### src/rtl/sterownik_stopera.sv
// ---------------------------------------------------------------------------
// sterownik_stopera -- stopwatch controller with BCD seconds display.
//
// A prescaler divides CLK by DIV to produce count ticks. The seconds count is
// kept as two BCD digits and stops at LIMIT, where the controller parks in
// DONE until cleared or reset.
//
// Parameters
//   DIV     clock cycles per count tick (2..65535)
//   LIMIT   terminal count in seconds (1..59)
//
// Ports
//   CLK      in   clock, all state changes on the rising edge
//   RST      in   asynchronous reset, active low
//   START    in   start / resume request
//   STOP     in   pause request
//   CLR      in   synchronous clear to idle (highest priority)
//   TICK     out  one-cycle pulse per count increment
//   SEC_U    out  units digit of seconds, 0..9
//   SEC_T    out  tens digit of seconds, 0..5
//   RUNNING  out  high only in RUN
//   DONE     out  high only in DONE
// ---------------------------------------------------------------------------
// state   | meaning
// --------+-----------------------------------------------------------
// S_IDLE  | cleared, count 00, waiting for START
// S_RUN   | prescaler running, count advances every DIV cycles
// S_PAUSE | prescaler and count held, START resumes
// S_DONE  | count reached LIMIT and is frozen, only CLR/RST leave
// ---------------------------------------------------------------------------
module sterownik_stopera #(
    parameter int DIV   = 100,
    parameter int LIMIT = 59
) (
    input  logic       CLK,
    input  logic       RST,
    input  logic       START,
    input  logic       STOP,
    input  logic       CLR,
    output logic       TICK,
    output logic [3:0] SEC_U,
    output logic [2:0] SEC_T,
    output logic       RUNNING,
    output logic       DONE
);

    localparam int              PW    = (DIV > 1) ? $clog2(DIV) : 1;
    localparam logic [PW-1:0]   P_MAX = PW'(DIV - 1);
    localparam logic [3:0]      LIM_U = 4'(LIMIT % 10);
    localparam logic [2:0]      LIM_T = 3'(LIMIT / 10);

    typedef enum logic [1:0] {
        S_IDLE,
        S_RUN,
        S_PAUSE,
        S_DONE
    } state_t;

    state_t          state_q;
    logic [PW-1:0]   p_q;
    logic [3:0]      sec_u_q;
    logic [2:0]      sec_t_q;
    logic            tick_q;
    logic            running_q;
    logic            done_q;

    // Incremented BCD value, used only on a prescaler wrap.
    logic [3:0]      sec_u_d;
    logic [2:0]      sec_t_d;
    logic            hit_limit;

    always_comb begin
        if (sec_u_q == 4'd9) begin
            sec_u_d = 4'd0;
            sec_t_d = sec_t_q + 3'd1;
        end else begin
            sec_u_d = sec_u_q + 4'd1;
            sec_t_d = sec_t_q;
        end
        hit_limit = (sec_u_d == LIM_U) && (sec_t_d == LIM_T);
    end

    always_ff @(posedge CLK or negedge RST) begin
        if (!RST) begin
            state_q   <= S_IDLE;
            p_q       <= '0;
            sec_u_q   <= 4'd0;
            sec_t_q   <= 3'd0;
            tick_q    <= 1'b0;
            running_q <= 1'b0;
            done_q    <= 1'b0;
        end else begin
            // TICK is a single-cycle pulse; only a prescaler wrap re-arms it.
            tick_q <= 1'b0;
            if (CLR) begin
                state_q   <= S_IDLE;
                p_q       <= '0;
                sec_u_q   <= 4'd0;
                sec_t_q   <= 3'd0;
                running_q <= 1'b0;
                done_q    <= 1'b0;
            end else begin
                case (state_q)
                    S_IDLE: begin
                        // STOP has no meaning here, so START alone decides.
                        if (START) begin
                            state_q   <= S_RUN;
                            running_q <= 1'b1;
                        end
                    end
                    S_RUN: begin
                        if (STOP) begin
                            // Pause edge freezes everything, even at P_MAX.
                            state_q   <= S_PAUSE;
                            running_q <= 1'b0;
                        end else if (p_q == P_MAX) begin
                            p_q     <= '0;
                            sec_u_q <= sec_u_d;
                            sec_t_q <= sec_t_d;
                            tick_q  <= 1'b1;
                            if (hit_limit) begin
                                state_q   <= S_DONE;
                                running_q <= 1'b0;
                                done_q    <= 1'b1;
                            end
                        end else begin
                            p_q <= p_q + PW'(1);
                        end
                    end
                    S_PAUSE: begin
                        if (START) begin
                            state_q   <= S_RUN;
                            running_q <= 1'b1;
                        end
                    end
                    S_DONE: begin
                        state_q <= S_DONE;
                    end
                    default: begin
                        state_q   <= S_IDLE;
                        running_q <= 1'b0;
                        done_q    <= 1'b0;
                    end
                endcase
            end
        end
    end

    assign TICK    = tick_q;
    assign SEC_U   = sec_u_q;
    assign SEC_T   = sec_t_q;
    assign RUNNING = running_q;
    assign DONE    = done_q;

endmodule

### config.mk
export PLATFORM = sky130hd
export DESIGN_NAME = sterownik_stopera
export DESIGN_NICKNAME = d
export VERILOG_FILES = /design/src/rtl/sterownik_stopera.sv
export SDC_FILE = /design/constraint.sdc
export NUM_CORES = 1
export LEC_CHECK = 0
export CELL_PAD_IN_SITES_DETAIL_PLACEMENT = 1
export CELL_PAD_IN_SITES_GLOBAL_PLACEMENT = 2
export CORE_ASPECT_RATIO = 1.75
export CORE_MARGIN = 2
export CORE_UTILIZATION = 25
export DETAILED_ROUTE_END_ITERATION = 7
export PLACE_DENSITY_LB_ADDON = 0.1
export SETUP_SLACK_MARGIN = 0.02
export SLEW_MARGIN = 10
export SYNTH_ARGS = -nofsm -noshare
export SYNTH_HDL_FRONTEND = slang
export SYNTH_SLANG_ARGS = --single-unit
### constraint.sdc
create_clock -name CLK -period 1.9 [get_ports CLK]
set_input_delay 0.19 -clock CLK [delete_from_list [all_inputs] [get_ports CLK]]
set_output_delay 0.19 -clock CLK [all_outputs]
set_load 0.02 [all_outputs]
==> impl_metrics.json <==
{
  "hold_buffers": 0,
  "avgSynthCellArea_um2": 9.889,
  "cts_max_level": 1,
  "initial_utilization_pct": 26.35,
  "whs_ps": 275.0,
  "core_um2": 3904,
  "grt_util_met1_pct": 15.04,
  "synth_cells": 104,
  "pin_count": 15,
  "grt_use_met2_pct": 24.20,
  "worst-slew-pin-transition_ps": 470.6,
  "slew_headroom_pct": 68.50,
  "startpoint_type": "flip-flop",
  "critPathMaxStageDelay_ps": 490,
  "endpoint_kind": "flip-flop",
  "cpMaxStageDelayCell": "nor4b_4",
  "status": "completed",
  "finalCriticalPeriod_ps": 1752,
  "synth-edff-count": 0,
  "rsz0062_at_grt": "false",
  "power.leakage_nw": 0.5464,
  "drive_above_1_share_pct": 16.28,
  "cts_buffer_depth": 2,
  "ys_types": 37,
  "drc": 0,
  "wl_per_cell_um": 15.08,
  "yosysWarnings": 0,
  "layout.nets": 137,
  "grtUsageTotal_pct": 13.25,
  "arrival_ps": 1930,
  "synth_seq_cells": 19,
  "async_flop_share_pct": 100.0,
  "fmax_mhz": 570.8,
  "dp_slack_ps": 22.28,
  "finalMaxSlewViolations": 0,
  "die_y_um": 88.85,
  "skew_ps": 4.288,
  "via_count": 861,
  "utilization_pct": 34.23,
  "grt-ovfl-total": 0,
  "root_buffer": "clkbuf_8",
  "cts_tree": "yes",
  "ant_nets": 0,
  "cts_buffers": 3,
  "setup_ws_ps": 148.1,
  "fin_area_um2": 1336,
  "fin_crit_sh_pct": 92.21,
  "hold_path_class": "input port to async pin",
  "criticalPathCategory": "flip-flop to flip-flop",
  "clock_latency_ps": 260,
  "drt_pass1_iterations": 3,
  "via_per_inst": 4.864,
  "crit_required_ps": 2080,
  "critPathBufInv": 0,
  "clkTransAtPathRegs_ps": 80,
  "final-setup-viol-count": 0,
  "diodes": 0,
  "path_cells": "nor4b_4, nand3_2, or3_1, a41oi_2",
  "critPathMaxFanout": 6,
  "die_w_um": 52.49,
  "met3_usage_pct": 1.520,
  "ys.flop_type": "dfrtp_1",
  "finalWirelength_um": 2669,
  "critical-path-top-delay-family": "simple AND/OR/NAND/NOR gates",
  "drt-initial-drc-count": 8,
  "final-hold-violation-count": 0,
  "peakVddDrop_uv": 356.8,
  "synth.net_count": 111,
  "area_delta_synth_final_pct": 29.93,
  "synth_area_um2": 1028,
  "yosysSeqAreaShare_pct": 46.23,
  "grt_pass1_wl_um": 4416,
  "place.gp.congestion": 0.7002,
  "antenna_found_initial": 0,
  "rows": 30,
  "fin_setup_tns_ps": 0,
  "grt_max_degree": 20,
  "dp_hpwl_um": 2060,
  "powerDensity_nw_per_um2": 578.6,
  "place_area_um2": 1289,
  "grt.busiest_layer": "met2",
  "drv_cap": 0,
  "fp.dieArea_um2": 4663,
  "numClockSinks": 19,
  "portBuffers": 14,
  "grt_pass1_vias": 937
}
where the power goes:
part	switching (mW)	internal, mW
sequential	0.00987	0.411
clock	0.140	0.149
combinational	0.0339	0.0293
synthesized netlist by cell type, drive strengths merged, types with 2 or more instances:
cell    number  area [um^2]
mux2i        2        20.02
ha           2        25.02
nand3b       2        15.01
and2         2        12.51
dfrtp       19        475.5
xor2         4        35.03
nand4        3        25.02
nand2       12        45.04
o21ai        3        15.01
nor4         3        25.02
nor2        11        41.29
or3b         2        20.02
nand3        5        30.03
a21oi        9        45.04
inv          5        18.77
or3          4        25.02
sequential cells by signal, indices dropped and copies added, names as in the netlist:
register / count
p_q: 7
SEC_U: 4
SEC_T: 3
state_q: 2
DONE: 1
RUNNING: 1
TICK: 1
routing by layer:
layer  up-vias  share of wire (%)
li1        421                  -
met2        13                 55
met3         5                1.9
met1       422                 41
met4         0                1.8
met5         -                  0
stage by stage:
stage / total power [mW] / instances
2_1_floorplan: 0.4533 / 104
5_1_grt: 0.8083 / 177
4_1_cts: 0.7850 / 177
3_3_place_gp: 0.4928 / 173
3_5_place_dp: 0.4938 / 173
6_report: 0.7732 / 177
final timing paths:
kind / from / end / slack (ps) / depth (start not counted)
worst max register to register: p_q[4] / SEC_U[3] / 150 / 4
worst min register to register: DONE / DONE / 510 / 2
worst min-delay path: RST / SEC_T[0] / 280 / 2
max in group asynchronous: RST / p_q[3] / 1410 / 2
worst max-delay path: p_q[4] / SEC_U[3] / 150 / 4
min in group CLK: DONE / DONE / 510 / 2
area by class of cell:
class | instances | area (um^2)
Fill cell | 487 | 2567
Multi-Input combinational cell | 78 | 529.3
Sequential cell | 19 | 475.5
Timing Repair Buffer | 23 | 207.7
Tap cell | 48 | 60.06
Clock buffer | 4 | 45.04
Inverter | 5 | 18.77
cells in the final DEF (no fill, tap or decap), types with 2 or more instances in the layout:
cell type	count
ha_1	2
mux2i_1	2
buf_4	9
clkbuf_8	3
o21ai_0	2
dfrtp_1	19
nand3b_1	2
or3_1	4
xor2_1	4
and2_2	2
nor4_1	2
nand4_1	2
a21oi_1	9
inv_1	5
nor2_1	11
nand3_1	4
clkdlybuf4s50_1	14
nand2_1	12
cells by family (layout without fill, tap and decap cells):
kind of cell	after synthesis	after routing	synth area share [%]
and+or+nand+nor	50	50	30.65
adders and majority gates	2	2	2.433
muxes	2	2	1.947
AOI/OAI and AO/OA	19	19	11.92
xor gates and xnor gates	5	5	4.258
buffers and inverters	7	32	2.554
DFF	19	19	46.23
worst register-to-register path, cell delays in order (launching register included):
cell and delay [ps]:
dfrtp_1 430, nor4b_4 490, nand3_2 180, or3_1 400, a41oi_2 190
what timing repair did:
| action | CTS | global route |
|---|---|---|
| resized for setup | 0 | 2 |
| setup endpoints to repair | 0 | 3 |
| setup buffers | 0 | 0 |
Power figures use the tool's default switching activity.
==> RTL change 1, RTL diff (same flow settings) <==
Set the parameter `DIV` to 150 (it was 100).
--- a/src/rtl/sterownik_stopera.sv
+++ b/src/rtl/sterownik_stopera.sv
@@ -30,5 +30,5 @@
 // ---------------------------------------------------------------------------
 module sterownik_stopera #(
-    parameter int DIV   = 100,
+    parameter int DIV   = 150,
     parameter int LIMIT = 59
 ) (
Formal check against the unedited RTL: no difference found for any inputs over 10 cycles, from zero or initial values and one cycle with RST low; that may be too few to reach the edited logic, so the function may still have changed.
==> RTL change 1 against the unedited design <==
- count of clock-buffer cells in the layout is the same
- total power grew 9.7%
- area after synthesis grew 5.7%
- sequential cell count grew 1
- die area grew 5.4%
- design area grew 4.7%
- clock skew grew 0.0017 ns
- final cell count grew 2.3%
- worst setup slack gained 0.052 ns
- wire length grew 4.6%
- critical path type unchanged
- largest cell class unchanged
==> RTL change 1: results (changes against the unedited design) <==
metric,value,unit,change
first-pass GRT wire length,4640,um,+5.1%
DRT Pass-1 Iters,4,,+1
vias in the first global route,1004,,+7.2%
Final #Nets,141,,+2.9%
FF-to-FF path depth,6,,+2
Worst path max stage delay,0.42,ns,-0.07 ns
worst endpoint data arrival time,1.88,ns,-0.05 ns
GR Util All Layers,0.128,,-0.00411
max reg flops,8,,+1
leakage power,0.604,nW,+10%
fraction of layout cells with a size suffix above 1,0.159,,-0.00370
outcome,completed,,
clock skew,0.00602,ns,+0.00173 ns
largest net degree at the start of global routing,21,,+5.0%
cells taking the most area after synthesis,"dfrtp_1 46%, xor2_1 4.8%, nor2_1 4.5%",,
sequential share of the synthesized area,0.460,,-0.00199
DPL Wire Length,2150,um,+4.4%
RR Endpoint,SEC_T[2],,
list of most frequent post-synthesis cells,"20 x dfrtp_1, 13 x nor2_1, 9 x o21ai_0",,
worst reg2reg setup slack,0.20,ns,+0.05 ns
initial DRC count,11,,+3
DR vias,889,,+3.3%
Slew headroom,0.763,,+0.0785
clock latency on the worst-skew pair,0.26,ns,about the same
Synthesis Warnings,0,,unchanged
WL final,2790,um,+4.6%
[RTL change 1: worst reg2reg max path, cell delays in order (launching register included)]
cell and delay (ns):
dfrtp_1 0.41, inv_1 0.06, ha_1 0.15, and3b_1 0.25, nand4_4 0.15, or4_1 0.42
a21oi_1 0.17
[RTL change 1: report_power, final]
group / total, W / switching (W) / internal (W) / leakage [nW]
sequential: 0.000443 / 0.0000106 / 0.000432 / 0.276
combinational: 0.0000689 / 0.0000378 / 0.0000311 / 0.299
clock: 0.000336 / 0.000151 / 0.000185 / 0.0288
total: 0.000848 / 0.000200 / 0.000648 / 0.604
[RTL change 1: routing by layer]
| layer | vias to the layer above | track usage | wire length (um) | part of all wire |
|---|---|---|---|---|
| met1 | 442 | 0.134 | 1120 | 0.40 |
| met3 | 2 | 0.0148 | 53 | 0.019 |
| li1 | 436 | - | - | - |
| met2 | 9 | 0.237 | 1590 | 0.57 |
| met4 | 0 | 0.0577 | 28 | 0.010 |
| met5 | - | 0 | 0 | 0 |
[RTL change 1: worst max path at each step]
stage	start	end	slack (ns)	cells past startpoint
global placement	STOP	SEC_U[0]	0.06	5
finish	p_q[1]	SEC_T[2]	0.20	6
detailed placement	STOP	SEC_U[0]	0.04	5
global route	p_q[1]	SEC_T[2]	0.09	6
floorplan	SEC_U[1]	RUNNING	0.24	4
CTS	p_q[1]	SEC_T[2]	0.16	6
[RTL change 1: area by class of cell]
cell class / instances / area [um2] / area share
Sequential cell: 20 / 500 / 0.358
Tap cell: 49 / 61.3 / 0.0438
Timing Repair Buffer: 23 / 208 / 0.148
Inverter: 5 / 18.8 / 0.0134
Multi-Input combinational cell: 80 / 556 / 0.397
Clock buffer: 4 / 55.1 / 0.0394
[RTL change 1: per-stage QoR]
step                      instance area, um2  setup slack (ns)  instances   util
after CTS                               1400             0.163        181  0.337
after detailed placement                1340            0.0446        177  0.324
after global placement                  1340            0.0562        177  0.324
after floorplan                         1090             0.241        108      -
final                                   1400             0.200        181  0.337
after global routing                    1400            0.0889        181  0.337
[RTL change 1: logic make-up after synthesis]
family / synth area share
flops: 0.460
fa+ha+maj: 0.0345
mux: 0.0184
xor+xnor: 0.0483
compound gates: 0.139
buf+inv: 0.0288
simple gates: 0.270
==> RTL change 2, RTL diff (same settings) <==
Made on the original files. Encoding of `state_t`: now one-hot (4 bits for 4 states).
--- a/src/rtl/sterownik_stopera.sv
+++ b/src/rtl/sterownik_stopera.sv
@@ -50,9 +50,9 @@
     localparam logic [2:0]      LIM_T = 3'(LIMIT / 10);
 
-    typedef enum logic [1:0] {
-        S_IDLE,
-        S_RUN,
-        S_PAUSE,
-        S_DONE
+    typedef enum logic [3:0] {
+        S_IDLE  = 4'b0001,
+        S_RUN   = 4'b0010,
+        S_PAUSE = 4'b0100,
+        S_DONE  = 4'b1000
     } state_t;
 
Function: same outputs for any inputs over 10 cycles, from zero or initial values and one cycle with RST low; not proved beyond that.
==> RTL change 2 against the unedited design <==
- the run now ends with design-rule violations left
- worst setup slack worse by 0.020 ns
- area after synthesis up 27%
- first-iteration DRC count increased to 3.8 times the old value
- sequential cell count is 2 higher
- design area is 23% higher
- final cell count grew 19%
- total power grew 11%
- wire length is 28% higher
- hold slack gained 0.0074 ns
- critical path depth unchanged
==> RTL change 2: results (changes against the unedited design) <==
metric,value,unit,change
# fillers,592,,+22%
violated checks,design-rule violations,,
leakage power,0.724,nW,+33%
Worst Setup EP,SEC_U[1],,
maximum net fanout on the critical path,8,,+2
Routed met2 length,1860,um,+26%
Syn Area/Cell,10.0,um2,+1.2%
VDD IR-drop max,0.252,mV,-29%
first-pass GRT wire length,5600,um,+27%
Final #Nets,164,,+20%
worst reg2reg setup slack,0.13,ns,-0.02 ns
RR Endpoint,SEC_U[1],,
DRT Pass-1 Iters,6,,+3
DR DRC count,3,,+3
DPL Wire Length,2570,um,+25%
clock skew,0.00269,ns,-0.00160 ns
GR Util All Layers,0.123,,-0.00966
Critical-path top delay cell,or4_1,,
measured slew at the worst slew-check pin,0.655,ns,+0.184 ns
reg2reg start,p_q[3],,
outcome,"finished, violations left",,
met1 wire length,1460,um,+33%
largest net degree at the start of global routing,22,,+10%
sequential share of the synthesized area,0.402,,-0.0606
initial DRC count,30,,+22
## RTL change 2: area by class of cell
type | count | area share
multi-input cells | 99 | 0.452
flip-flops and latches | 21 | 0.321
well taps | 54 | 0.0412
repair buffers | 28 | 0.150
inverters | 4 | 0.00915
clock buffers | 4 | 0.0275
## RTL change 2: worst min-delay path by stage
| stage | startpoint | to | slack [ns] | cells past startpoint |
|---|---|---|---|---|
| after CTS | RST | RUNNING | 0.29 | 2 |
| after detailed placement | p_q[1] | p_q[1] | 0.52 | 1 |
| final | RST | RUNNING | 0.28 | 2 |
| after floorplan | RST | DONE | -0.11 | 0 |
| after global routing | RST | RUNNING | 0.29 | 2 |
| after global placement | p_q[1] | p_q[1] | 0.51 | 1 |
## RTL change 2: metal layers
metal	vias up	track usage
met3	5	0.0155
met5	-	0
met2	12	0.230
met1	559	0.141
met4	0	0.0315
li1	545	-
## RTL change 2: per-stage QoR
step                       util  power [W]  worst slack, ns  hold slack, ns
after floorplan               -   0.000516            0.199          -0.106
after global placement    0.315   0.000557           0.0710           0.510
after detailed placement  0.315   0.000559           0.0296           0.520
after CTS                 0.324   0.000872            0.121           0.291
after global routing      0.327   0.000893          0.00822           0.293
final                     0.327   0.000856            0.128           0.282
## RTL change 2: worst reg2reg max path: stages (launching register included)
cell and delay [ns]:
dfrtp_1 0.45, nor4b_4 0.38, nand4_4 0.21, or4_1 0.51, a21oi_1 0.15
## RTL change 2: power breakdown
group          switching (W)  internal, W  total (W)
combinational      0.0000498    0.0000366  0.0000864
clock               0.000158     0.000150   0.000308
sequential        0.00000785     0.000454   0.000462
total               0.000216     0.000640   0.000856
## RTL change 2: cells by family (layout without fill, tap and decap cells)
logic type / Yosys count / count (layout) / synth area share
buf+inv: 11 / 36 / 0.0429
flops: 21 / 21 / 0.402
xor+xnor: 4 / 4 / 0.0267
simple gates: 55 / 55 / 0.293
fa+ha+maj: 2 / 2 / 0.0191
mux: 3 / 3 / 0.0258
compound gates: 35 / 35 / 0.191
## RTL change 2: repair_timing
item	4_1_cts	5_1_grt
hold buffers	0	0
endpoints found under the setup margin	0	2
setup buffers	0	0
gates resized for setup	0	3
